--- src/rtl/mmio_uart_tx_pkg.sv ---
// ---------------------------------------------------------------------------
// mmio_uart_tx_pkg
//   Shared definitions for the memory-mapped UART transmitter:
//   register word offsets, STATUS/CTRL bit positions, serializer state
//   encodings and the parity helper.
//   Optional feature macro: MMIO_UART_TX_PARITY_EN (parity state / CTRL[1]).
// ---------------------------------------------------------------------------
package mmio_uart_tx_pkg;

  // Register index, taken from addr[3:2] inside the 16-byte window
  localparam logic [1:0] REG_TXDATA = 2'd0;
  localparam logic [1:0] REG_STATUS = 2'd1;
  localparam logic [1:0] REG_CTRL   = 2'd2;

  // STATUS bit positions; level occupies [STAT_LEVEL +: log2(depth)+1]
  localparam int STAT_FULL  = 0;
  localparam int STAT_EMPTY = 1;
  localparam int STAT_BUSY  = 2;
  localparam int STAT_OVF   = 3;
  localparam int STAT_LEVEL = 8;

  // CTRL bit positions
  localparam int CTRL_ENABLE = 0;
  localparam int CTRL_PARITY = 1;

  // Serializer states; PARITY is only reachable with the parity feature
  typedef enum logic [2:0] {
    ST_IDLE   = 3'd0,
    ST_START  = 3'd1,
    ST_DATA   = 3'd2,
    ST_PARITY = 3'd3,
    ST_STOP   = 3'd4
  } txState_e;

  // Even parity: the extra bit makes the total count of ones even
  function automatic logic evenParity(input logic [7:0] b);
    return ^b;
  endfunction

endpackage

--- src/rtl/mmio_uart_tx_fifo.sv ---
// ---------------------------------------------------------------------------
// mmio_uart_tx_fifo
//   Synchronous TX FIFO for the UART transmitter. A push is accepted when
//   the FIFO is not full, or when a pop happens on the same edge. Reading
//   is first-word-fall-through: dout_o always shows the head entry.
//   Ports:
//     clk      - system clock, rising edge
//     reset_n  - asynchronous active-low reset, empties the FIFO
//     push_i   - write request, din_i stored when accepted
//     pop_i    - read request, ignored when empty
//     din_i    - data to store
//     dout_o   - head entry
//     full_o   - DEPTH entries held
//     empty_o  - no entries held
//     level_o  - number of entries, 0..DEPTH
// ---------------------------------------------------------------------------
module mmio_uart_tx_fifo #(
  parameter int DEPTH = 8,
  parameter int WIDTH = 8
) (
  input  logic                     clk,
  input  logic                     reset_n,
  input  logic                     push_i,
  input  logic                     pop_i,
  input  logic [WIDTH-1:0]         din_i,
  output logic [WIDTH-1:0]         dout_o,
  output logic                     full_o,
  output logic                     empty_o,
  output logic [$clog2(DEPTH):0]   level_o
);

  localparam int AW = $clog2(DEPTH);

  logic [WIDTH-1:0] mem [DEPTH];
  logic [AW:0]      wrPtr_q, wrPtr_d;
  logic [AW:0]      rdPtr_q, rdPtr_d;
  logic             doPush;
  logic             doPop;

  // Pointers carry one extra bit so full and empty differ; they wrap by
  // natural overflow because DEPTH is a power of two.
  assign level_o = wrPtr_q - rdPtr_q;
  assign full_o  = (level_o == (AW+1)'(DEPTH));
  assign empty_o = (level_o == '0);
  assign dout_o  = mem[rdPtr_q[AW-1:0]];

  // A full FIFO still takes a push when the head leaves on the same edge
  assign doPop  = pop_i && !empty_o;
  assign doPush = push_i && (!full_o || doPop);

  // Pointer next-state
  always_comb begin
    wrPtr_d = wrPtr_q;
    rdPtr_d = rdPtr_q;
    if (doPush) wrPtr_d = wrPtr_q + 1'b1;
    if (doPop)  rdPtr_d = rdPtr_q + 1'b1;
  end

  // Pointer registers; reset flushes all queued entries
  always_ff @(posedge clk or negedge reset_n) begin
    if (!reset_n) begin
      wrPtr_q <= '0;
      rdPtr_q <= '0;
    end else begin
      wrPtr_q <= wrPtr_d;
      rdPtr_q <= rdPtr_d;
    end
  end

  // Storage needs no reset; stale entries are unreachable after a flush
  always_ff @(posedge clk) begin
    if (doPush) mem[wrPtr_q[AW-1:0]] <= din_i;
  end

endmodule

--- src/rtl/mmio_uart_tx.sv ---
// ---------------------------------------------------------------------------
// mmio_uart_tx
//   Memory-mapped UART transmitter. The CPU stores bytes into a TX FIFO and
//   a serializer sends them 8N1, LSB first, on tx. rd_data is zero whenever
//   the window is not addressed so it can be OR-ed with other responders.
//   Optional feature macro: MMIO_UART_TX_PARITY_EN adds CTRL[1] and an
//   even-parity bit after the data bits.
//   Ports:
//     clk      - system clock, rising edge
//     reset_n  - asynchronous active-low reset
//     wr_sig   - store strobe
//     wr_data  - store data
//     addr     - byte address
//     rd_data  - load data, combinational from addr
//     tx       - serial line, registered, idle high
//   Registers (word offset): 0x0 TXDATA (W), 0x4 STATUS, 0x8 CTRL.
// ---------------------------------------------------------------------------
module mmio_uart_tx
  import mmio_uart_tx_pkg::*;
#(
  parameter logic [31:0] BASE_ADDR    = 32'h0000_1000,
  parameter int          CLKS_PER_BIT = 16,
  parameter int          FIFO_DEPTH   = 8
) (
  input  logic        clk,
  input  logic        reset_n,
  input  logic        wr_sig,
  input  logic [31:0] wr_data,
  input  logic [31:0] addr,
  output logic [31:0] rd_data,
  output logic        tx
);

  localparam int LW = $clog2(FIFO_DEPTH) + 1;
  localparam int CW = $clog2(CLKS_PER_BIT);
  localparam logic [CW-1:0] BAUD_RELOAD = CW'(CLKS_PER_BIT - 1);

  logic          sel;
  logic [1:0]    regIdx;
  logic          wrTxData, wrStatus, wrCtrl;
  logic          fifoFull, fifoEmpty, fifoPop;
  logic [7:0]    fifoDout;
  logic [LW-1:0] fifoLevel;
  logic          enable_q, enable_d;
  logic          ovf_q, ovf_d;
  logic          parEnRead;
  logic [31:0]   statusWord;
  txState_e      state_q, state_d;
  logic [CW-1:0] baudCnt_q, baudCnt_d;
  logic [2:0]    bitCnt_q, bitCnt_d;
  logic [7:0]    shift_q, shift_d;
  logic          tx_q, tx_d;
  logic          baudDone, popReq;
  logic          unusedBits;

  assign sel        = (addr[31:4] == BASE_ADDR[31:4]);
  assign regIdx     = addr[3:2];
  assign wrTxData   = wr_sig && sel && (regIdx == REG_TXDATA);
  assign wrStatus   = wr_sig && sel && (regIdx == REG_STATUS);
  assign wrCtrl     = wr_sig && sel && (regIdx == REG_CTRL);
  assign unusedBits = ^{addr[1:0], wr_data[31:8]};

  assign baudDone = (baudCnt_q == '0);
  assign popReq   = enable_q && !fifoEmpty;
  // Pop from IDLE, or straight out of STOP so back-to-back frames have no gap
  assign fifoPop  = popReq && ((state_q == ST_IDLE) || (state_q == ST_STOP && baudDone));
  assign tx       = tx_q;

  mmio_uart_tx_fifo #(
    .DEPTH (FIFO_DEPTH),
    .WIDTH (8)
  ) u_fifo (
    .clk     (clk),
    .reset_n (reset_n),
    .push_i  (wrTxData),
    .pop_i   (fifoPop),
    .din_i   (wr_data[7:0]),
    .dout_o  (fifoDout),
    .full_o  (fifoFull),
    .empty_o (fifoEmpty),
    .level_o (fifoLevel)
  );

  // CSR next-state: ovf sets on a push the FIFO could not take
  always_comb begin
    enable_d = enable_q;
    ovf_d    = ovf_q;
    if (wrCtrl) enable_d = wr_data[CTRL_ENABLE];
    if (wrTxData && fifoFull && !fifoPop) ovf_d = 1'b1;
    else if (wrStatus && wr_data[STAT_OVF]) ovf_d = 1'b0;
  end

  always_ff @(posedge clk or negedge reset_n) begin
    if (!reset_n) begin
      enable_q <= 1'b1;
      ovf_q    <= 1'b0;
    end else begin
      enable_q <= enable_d;
      ovf_q    <= ovf_d;
    end
  end

`ifdef MMIO_UART_TX_PARITY_EN
  logic parEn_q, parEn_d;
  logic frameParity_q, frameParity_d;
  logic parBit_q, parBit_d;

  assign parEnRead = parEn_q;

  // Parity enable and the bit are both captured at pop so a CTRL write
  // mid-frame cannot change the frame already on the wire
  always_comb begin
    parEn_d       = parEn_q;
    frameParity_d = frameParity_q;
    parBit_d      = parBit_q;
    if (wrCtrl) parEn_d = wr_data[CTRL_PARITY];
    if (fifoPop) begin
      frameParity_d = parEn_q;
      parBit_d      = evenParity(fifoDout);
    end
  end

  always_ff @(posedge clk or negedge reset_n) begin
    if (!reset_n) begin
      parEn_q       <= 1'b0;
      frameParity_q <= 1'b0;
      parBit_q      <= 1'b0;
    end else begin
      parEn_q       <= parEn_d;
      frameParity_q <= frameParity_d;
      parBit_q      <= parBit_d;
    end
  end
`else
  assign parEnRead = 1'b0;
`endif

  // Load data mux; unaddressed or unmapped reads return zero
  always_comb begin
    statusWord                   = '0;
    statusWord[STAT_FULL]        = fifoFull;
    statusWord[STAT_EMPTY]       = fifoEmpty;
    statusWord[STAT_BUSY]        = (state_q != ST_IDLE);
    statusWord[STAT_OVF]         = ovf_q;
    statusWord[STAT_LEVEL +: LW] = fifoLevel;
  end

  always_comb begin
    rd_data = '0;
    if (sel) begin
      case (regIdx)
        REG_STATUS: rd_data = statusWord;
        REG_CTRL: begin
          rd_data[CTRL_ENABLE] = enable_q;
          rd_data[CTRL_PARITY] = parEnRead;
        end
        default: rd_data = '0;
      endcase
    end
  end

  // FSM state register
  always_ff @(posedge clk or negedge reset_n) begin
    if (!reset_n) state_q <= ST_IDLE;
    else          state_q <= state_d;
  end

  // FSM next-state: each non-idle state lasts until the baud counter hits 0
  always_comb begin
    state_d = state_q;
    case (state_q)
      ST_IDLE:  if (popReq) state_d = ST_START;
      ST_START: if (baudDone) state_d = ST_DATA;
      ST_DATA: begin
        if (baudDone && bitCnt_q == 3'd7) begin
`ifdef MMIO_UART_TX_PARITY_EN
          state_d = frameParity_q ? ST_PARITY : ST_STOP;
`else
          state_d = ST_STOP;
`endif
        end
      end
`ifdef MMIO_UART_TX_PARITY_EN
      ST_PARITY: if (baudDone) state_d = ST_STOP;
`endif
      ST_STOP:  if (baudDone) state_d = popReq ? ST_START : ST_IDLE;
      default:  state_d = ST_IDLE;
    endcase
  end

  // FSM outputs and datapath: counters reload at every bit boundary, the
  // shift register moves right so tx always shows bit 0 during DATA
  always_comb begin
    baudCnt_d = baudCnt_q - 1'b1;
    bitCnt_d  = bitCnt_q;
    shift_d   = shift_q;
    tx_d      = 1'b1;
    if (state_q == ST_IDLE || baudDone) baudCnt_d = BAUD_RELOAD;
    if (state_q != ST_DATA) bitCnt_d = '0;
    else if (baudDone)      bitCnt_d = bitCnt_q + 1'b1;
    if (fifoPop) shift_d = fifoDout;
    else if (state_q == ST_DATA && baudDone) shift_d = {1'b0, shift_q[7:1]};
    case (state_d)
      ST_START: tx_d = 1'b0;
      ST_DATA:  tx_d = shift_d[0];
`ifdef MMIO_UART_TX_PARITY_EN
      ST_PARITY: tx_d = parBit_q;
`endif
      default:  tx_d = 1'b1;
    endcase
  end

  always_ff @(posedge clk or negedge reset_n) begin
    if (!reset_n) begin
      baudCnt_q <= BAUD_RELOAD;
      bitCnt_q  <= '0;
      shift_q   <= '0;
      tx_q      <= 1'b1;
    end else begin
      baudCnt_q <= baudCnt_d;
      bitCnt_q  <= bitCnt_d;
      shift_q   <= shift_d;
      tx_q      <= tx_d;
    end
  end

endmodule

--- config.mk ---
export PLATFORM = sky130hd
export DESIGN_NAME = mmio_uart_tx
export DESIGN_NICKNAME = d
export VERILOG_FILES = /design/src/rtl/mmio_uart_tx_pkg.sv /design/src/rtl/mmio_uart_tx_fifo.sv /design/src/rtl/mmio_uart_tx.sv
export SDC_FILE = /design/constraint.sdc
export NUM_CORES = 1
export LEC_CHECK = 0
export BUFFER_PORTS_ARGS = -buffer_cell sky130_fd_sc_hd__clkbuf_2
export CORE_MARGIN = 2
export CORE_UTILIZATION = 55
export CTS_BUF_LIST = sky130_fd_sc_hd__clkbuf_2
export DETAILED_ROUTE_END_ITERATION = 12
export PLACE_DENSITY_LB_ADDON = 0.08
export SETUP_SLACK_MARGIN = 0.15
export SLEW_MARGIN = 15
export SYNTH_ARGS = -nofsm -noshare
export SYNTH_HDL_FRONTEND = slang
export SYNTH_SLANG_ARGS = --single-unit
--- constraint.sdc ---
create_clock -name clk -period 5.08 [get_ports clk]
set_input_delay 1.524 -clock clk [delete_from_list [all_inputs] [get_ports clk]]
set_output_delay 1.524 -clock clk [all_outputs]
set_load 0.01 [all_outputs]
==> run metrics, run 1 <==
die extent in x around 93 µm; placement-stage cell area 0.00466 mm²; area growth from synthesis to layout 10.9%; number of hold violations in the final report 0; start-to-end type of the worst setup path reg2out; deepest clock path buffer count 2; FF-to-FF Start baudCnt_q[0]; effective utilization at floorplan 0.562; post-route clock period utilization 0.865; wire length of the first global-routing pass 12.8 mm; delay of the slowest cell on the worst path between 0.4 and 0.5 ns; number of logic stages on the critical path including buffering 9; Max-cap violations 0; Vias/cell around 5.5; detailed-route wire length per cell between 15 and 20 µm; FF-to-FF End u_fifo.mem[2][3]; number of DRC markers after the initial detailed-route iteration around 160; Design Area, Final 0.00479 mm²; fraction of power spent switching nets 0.238; post-detail-place hpwl 5.37 mm; final total negative setup slack 0 ns; combinational fraction of design power 0.030; leading cell type in the layout, fill and taps excluded sky130_fd_sc_hd__edfxtp_1; cell family with most CP delay simple AND/OR/NAND/NOR gates; Resize count post-CTS 0; Worst Reg2Reg Path Length in Cells 8; clock tree from TritonCTS built; Switching Power about 0.0003 W; kind of start point of the critical path flip-flop; top fanout value on the critical path 20; mean cell area of the mapped netlist between 10 and 15 µm²; Final Routed Wirelength 7.83 mm; series of cell instances along the critical path buf_4 > inv_1 > fa_1 > xnor2_1 > nand3b_1 > nor3_1 > a22o_1 > and3_1 > clkbuf_2; instance count along the most critical hold path 1; share of layout cells above drive strength 1 0.301; most used cells in the layout excluding fill and tap cells sky130_fd_sc_hd__edfxtp_1, sky130_fd_sc_hd__clkbuf_2, sky130_fd_sc_hd__conb_1; transition time at the pin with the least slew margin slightly below 0.9 ns; slowest CP cell sky130_fd_sc_hd__fa_1; P_int between 0.0009 and 0.001 W; required time of the worst setup path 3.56 ns; number of remaining DRC errors 0; count of mapped cells out of synthesis between 200 and 300; worst hold-check path type reg2reg; Die H 92.6 µm; data arrival time of the critical path 2.87 ns; final core utilization 0.623; Post-CTS Setup Bufs 0; Max Transition Viols Final 0; clock transition at the registers of the reported paths about 0.30 ns; sinks on the clock net between 90 and 100; number of top-level pins 100; level count of the clock H-tree 3; IO Port Bufs 49; row cnt 32; number of global-route vias before repair between 2k and 3k; final-report setup violation count 0; post-cts hold buffer count 0; Final Non-Filler Cells between 400 and 500; pin count of the biggest net entering global routing 30; total CTS buffers 9; RSZ-0062 raised after global routing false; peak clock frequency supported by timing approximately 230 MHz; leakage power summed over all cells about 1.9 nW; remaining antenna violation count after routing 0; number of enable flip-flop cells after synthesis 64; Yosys reg bits just over 90; total power per unit cell area between 200 and 300 mW/mm²; WHS Endpoint baudCnt_q[0]; first-pass iteration count of the detailed router 4; FFs w/ async S/R, synth 0.312; Ys Warns 0; post-layout minimum cycle time 4.39 ns; clock latency reported for the late side of the worst-skew pair around 0.56 ns; cell area after technology mapping between 0.004 and 0.005 mm²; clock network fraction of design power 0.319; final RePlAce weighted congestion between 0.7 and 0.8; number of antenna violations at the first check in global routing 0; GR Util All Layers 0.201; status finished, final reports clean; total overflow reported by the global router 0; nets between 400 and 500; clock root buffer sky130_fd_sc_hd__clkbuf_2; startpoint of the lowest-slack hold path baudCnt_q[0]; Register-to-Register Setup Slack 2.18 ns; area of the placeable core 0.00769 mm²; CP endpoint kind primary output; Peak VDD IR between 0.0001 and 0.00015 V; Distinct cells, synth 48; die outline area 0.00858 mm²; share of total power in sequential cells 0.651; dominant synthesized flop cell sky130_fd_sc_hd__edfxtp_1; routed vias 2552; sequential area share after synthesis 0.615; sum of buffers and inverters on the critical path 3; cell total after placement between 400 and 500; worst max-slew margin expressed relative to the limit 0.418; Setup Skew 0.0488 ns; antenna cell count 0
metrics by stage:
| step | hold slack (ns) | power (W) | setup slack [ns] |
|---|---|---|---|
| 5_1_grt | 0.523 | 0.00130 | 0.474 |
| 3_3_place_gp | 0.441 | 0.000864 | 0.760 |
| 2_1_floorplan | 0.428 | 0.000853 | 0.870 |
| 3_5_place_dp | 0.445 | 0.000865 | 0.744 |
| 6_report | 0.501 | 0.00125 | 0.688 |
| 4_1_cts | 0.504 | 0.00126 | 0.614 |
Yosys cell counts (4+ instances only):
cell type | number | area, µm²
sky130_fd_sc_hd__buf_4 | 24 | 180
sky130_fd_sc_hd__a21oi_1 | 9 | 45.0
sky130_fd_sc_hd__mux4_2 | 16 | 360
sky130_fd_sc_hd__edfxtp_1 | 64 | 1920
sky130_fd_sc_hd__ha_1 | 11 | 138
sky130_fd_sc_hd__nand3_1 | 8 | 40.0
sky130_fd_sc_hd__nor3_1 | 12 | 60.1
sky130_fd_sc_hd__clkbuf_1 | 5 | 18.8
sky130_fd_sc_hd__dfstp_2 | 6 | 158
sky130_fd_sc_hd__mux2i_1 | 8 | 80.1
sky130_fd_sc_hd__dfrtp_1 | 23 | 576
sky130_fd_sc_hd__nand4_1 | 4 | 25.0
sky130_fd_sc_hd__xnor2_1 | 10 | 87.6
sky130_fd_sc_hd__nor2_1 | 12 | 45.0
sky130_fd_sc_hd__o221ai_1 | 6 | 52.6
sky130_fd_sc_hd__nor4_1 | 8 | 50.1
sky130_fd_sc_hd__nand2_1 | 17 | 63.8
sky130_fd_sc_hd__and3_1 | 4 | 25.0
sky130_fd_sc_hd__inv_1 | 12 | 45.0
power by group through the flow:
stage | clock (W) | combinational (W) | sequential [W]
6_report | 0.000398 | 0.0000380 | 0.000812
5_1_grt | 0.000440 | 0.0000442 | 0.000813
4_1_cts | 0.000411 | 0.0000386 | 0.000812
3_3_place_gp | 0 | 0.0000370 | 0.000827
3_5_place_dp | 0 | 0.0000384 | 0.000827
2_1_floorplan | 0 | 0.0000252 | 0.000827
worst max path at each step:
stage / startpoint / to / slack (ns)
3_3_place_gp: addr[27] / rd_data[11] / 0.76
3_5_place_dp: addr[13] / rd_data[11] / 0.74
6_report: u_fifo.rdPtr_q[1] / rd_data[0] / 0.69
2_1_floorplan: addr[20] / rd_data[11] / 0.87
5_1_grt: u_fifo.rdPtr_q[1] / rd_data[0] / 0.47
4_1_cts: u_fifo.rdPtr_q[1] / rd_data[0] / 0.61
area by class of cell:
class	instances	area, µm²
Clock buffer	9	45.0
Clock inverter	7	88.8
Fill cell	602	2900
Inverter	13	48.8
Multi-Input combinational cell	183	1490
Sequential cell	93	2660
Tap cell	102	128
Timing Repair Buffer	61	335
layer usage:
layer | up-vias | part of all wire | GRT usage
met4 | 0 | 0.016 | 0.0858
met1 | 1276 | 0.45 | 0.271
met2 | 60 | 0.49 | 0.328
met5 | - | 0 | 0
met3 | 13 | 0.039 | 0.0317
li1 | 1203 | - | -
flip-flops by register name (all words and copies together), names as in the netlist, 3 cells and up:
name,flops
u_fifo.mem,64
u_fifo.wrPtr_q,4
u_fifo.rdPtr_q,4
shift_q,8
bitCnt_q,3
baudCnt_q,4
state_q,3
cell families (layout without fill, tap and decap cells):
kind of cell / after synthesis / count (layout) / share of synthesized area
simple gates: 84 / 84 / 0.108
flops: 93 / 93 / 0.615
buf+inv: 45 / 90 / 0.0608
xor+xnor: 12 / 12 / 0.0243
compound gates: 24 / 24 / 0.0443
mux: 27 / 27 / 0.111
other cells: 1 / 24 / 0.000868
fa+ha+maj: 12 / 12 / 0.0365
Note: power is estimated with default switching activity, not from simulation.
==> inputs of run 2 (changes only) <==
--- a/config.mk
+++ b/config.mk
@@ -10,9 +10,11 @@
 export CORE_UTILIZATION = 55
 export CTS_BUF_LIST = sky130_fd_sc_hd__clkbuf_2
 export DETAILED_ROUTE_END_ITERATION = 12
+export MAX_ROUTING_LAYER = met4
 export PLACE_DENSITY_LB_ADDON = 0.08
 export SETUP_SLACK_MARGIN = 0.15
 export SLEW_MARGIN = 15
 export SYNTH_ARGS = -nofsm -noshare
 export SYNTH_HDL_FRONTEND = slang
 export SYNTH_SLANG_ARGS = --single-unit
+export TNS_END_PERCENT = 10
==> run 2 against run 1 <==
  * Combinational power about the same
  * Critical path type unchanged
  * Largest cell class unchanged
  * Sequential cell count unchanged
  * Utilization unchanged
  * Highest routed layer unchanged
  * Worst setup slack worse by 0.0020 ns
  * Clock power about the same
  * First-iteration DRC count up 22%
  * Routed wire length about the same
  * Cell area unchanged
  * Maximum frequency about the same
==> run metrics, run 2 (synthesis gave the netlist of run 1 again) <==
die extent in x 92.6 µm (unchanged); final-report setup violation count 0 (unchanged); global routing usage on met1 0.272 (+0.00113); area of the placeable core 0.00769 mm² (unchanged); slowest CP cell sky130_fd_sc_hd__fa_1; number of hold violations in the final report 0 (unchanged); deepest clock path buffer count 2 (unchanged); die outline area 0.00858 mm² (unchanged); cell family with most CP delay simple AND/OR/NAND/NOR gates; total power per unit cell area 261 mW/mm² (about the same); Post-CTS Setup Bufs 0 (unchanged); sinks on the clock net 93 (unchanged); total CTS buffers 9 (unchanged); number of DRC markers after the initial detailed-route iteration 192 (+22%); remaining antenna violation count after routing 0 (unchanged); met3 track demand over resource in global routing 0.0334 (+0.00163); RSZ-0062 raised after global routing false; nets 440 (unchanged); busiest layer in global routing met2; number of top-level pins 100 (unchanged); wire length of the first global-routing pass 12.8 mm (+0.11%); peak clock frequency supported by timing 228 MHz (about the same); area growth from synthesis to layout 10.9% (unchanged); top fanout value on the critical path 20 (unchanged); number of antenna violations at the first check in global routing 0 (unchanged); most used cells in the layout excluding fill and tap cells sky130_fd_sc_hd__edfxtp_1, sky130_fd_sc_hd__clkbuf_2, sky130_fd_sc_hd__conb_1; number of global-route vias before repair 2529 (-0.12%); routed vias 2555 (+0.12%); final total negative setup slack 0 ns (unchanged); delay of the slowest cell on the worst path 0.45 ns (about the same); series of cell instances along the critical path buf_4 > inv_1 > fa_1 > xnor2_1 > nand3b_1 > nor3_1 > a22o_1 > and3_1 > clkbuf_2; post-layout minimum cycle time 4.39 ns (+0.00201 ns); final worst-path setup slack 0.686 ns (-0.00201 ns); required time of the worst setup path 3.56 ns (about the same); transition time at the pin with the least slew margin 0.864 ns (-0.00707 ns); Final Non-Filler Cells 468 (unchanged); clock root buffer sky130_fd_sc_hd__clkbuf_2; first-pass iteration count of the detailed router 4 (unchanged); clock tree from TritonCTS built; leakage power summed over all cells 1.92 nW (unchanged); number of remaining DRC errors 0 (unchanged); share of layout cells above drive strength 1 0.301 (unchanged); Final Routed Wirelength 7.83 mm (about the same); Max-cap violations 0 (unchanged); Die H 92.6 µm (unchanged); CP endpoint kind primary output; detailed-route wire length per cell 16.7 µm (about the same); clock transition at the registers of the reported paths 0.30 ns (about the same); Resize count post-CTS 0 (unchanged); IO Port Bufs 49 (unchanged); Peak VDD IR 0.000135 V (-0.58%); Setup Skew 0.0480 ns (-0.000778 ns); sum of buffers and inverters on the critical path 3 (unchanged); leading cell type in the layout, fill and taps excluded sky130_fd_sc_hd__edfxtp_1; post-detail-place hpwl 5.37 mm (unchanged); Design Area, Final 0.00479 mm² (unchanged); Max Transition Viols Final 0 (unchanged); worst hold-check path type reg2reg; post-route clock period utilization 0.865 (about the same); Global Route met2 Usage 0.328 (-0.000608); Vias/cell 5.46 (+0.12%); Largest register FFs 64 (unchanged); worst max-slew margin expressed relative to the limit 0.423 (+0.00472); post-cts hold buffer count 0 (unchanged); placement-stage cell area 0.00466 mm² (unchanged); pin count of the biggest net entering global routing 30 (unchanged); status finished, final reports clean; start-to-end type of the worst setup path reg2out; cell total after placement 452 (unchanged); data arrival time of the critical path 2.87 ns (about the same); GR Util All Layers 0.207 (+0.00575); level count of the clock H-tree 3 (unchanged); total overflow reported by the global router 0 (unchanged); final RePlAce weighted congestion 0.781 (+1.3%); effective utilization at floorplan 0.562 (unchanged); kind of start point of the critical path flip-flop; row cnt 32 (unchanged); clock latency reported for the late side of the worst-skew pair 0.57 ns (about the same); antenna cell count 0 (unchanged); post-placement setup slack 0.744 ns (unchanged)
## run 2: cell counts in the layout (fill, tap and decap cells not counted)
Identical to the previous run, type by type.
## run 2: path summary, 6_finish.rpt
kind / depth (start not counted) / end / startpoint / slack, ns
hold reg to reg: 1 / baudCnt_q[0] / baudCnt_q[0] / 0.50
max in group asynchronous: 1 / u_fifo.wrPtr_q[0] / reset_n / 3.64
setup reg to reg: 8 / u_fifo.mem[2][3] / baudCnt_q[0] / 2.17
setup / recovery: 9 / rd_data[0] / u_fifo.rdPtr_q[1] / 0.69
hold / removal: 1 / baudCnt_q[0] / baudCnt_q[0] / 0.50
min in group asynchronous: 1 / state_q[2] / reset_n / 0.93
## run 2: per-stage QoR
step | hold WS, ns | power (W) | utilization
5_1_grt | 0.523 | 0.00130 | 0.623
3_5_place_dp | 0.445 | 0.000865 | 0.606
3_3_place_gp | 0.441 | 0.000864 | 0.606
6_report | 0.501 | 0.00125 | 0.623
2_1_floorplan | 0.428 | 0.000853 | -
4_1_cts | 0.504 | 0.00126 | 0.623
## run 2: final cells by class
class                   count  area (µm²)
clock buffers               9        45.0
well taps                 102         128
fillers                   602        2900
flip-flops and latches     93        2660
multi-input cells         183        1490
clock inverters             7        88.8
inverters                  13        48.8
repair buffers             61         335
## run 2: report_power, final
group,total (W),switching (W),internal (W),leakage (nW)
Combinational,0.0000380,0.0000252,0.0000128,0.881
Clock,0.000399,0.000273,0.000126,0.0767
Sequential,0.000812,0.00000000000147,0.000812,0.959
## run 2: metal layers
metal | wire length (µm) | vias up | share of wire
met5 | 0 | - | 0
met4 | 103 | 0 | 0.013
met3 | 290 | 11 | 0.037
met2 | 3920 | 62 | 0.50
met1 | 3520 | 1279 | 0.45
li1 | - | 1203 | -
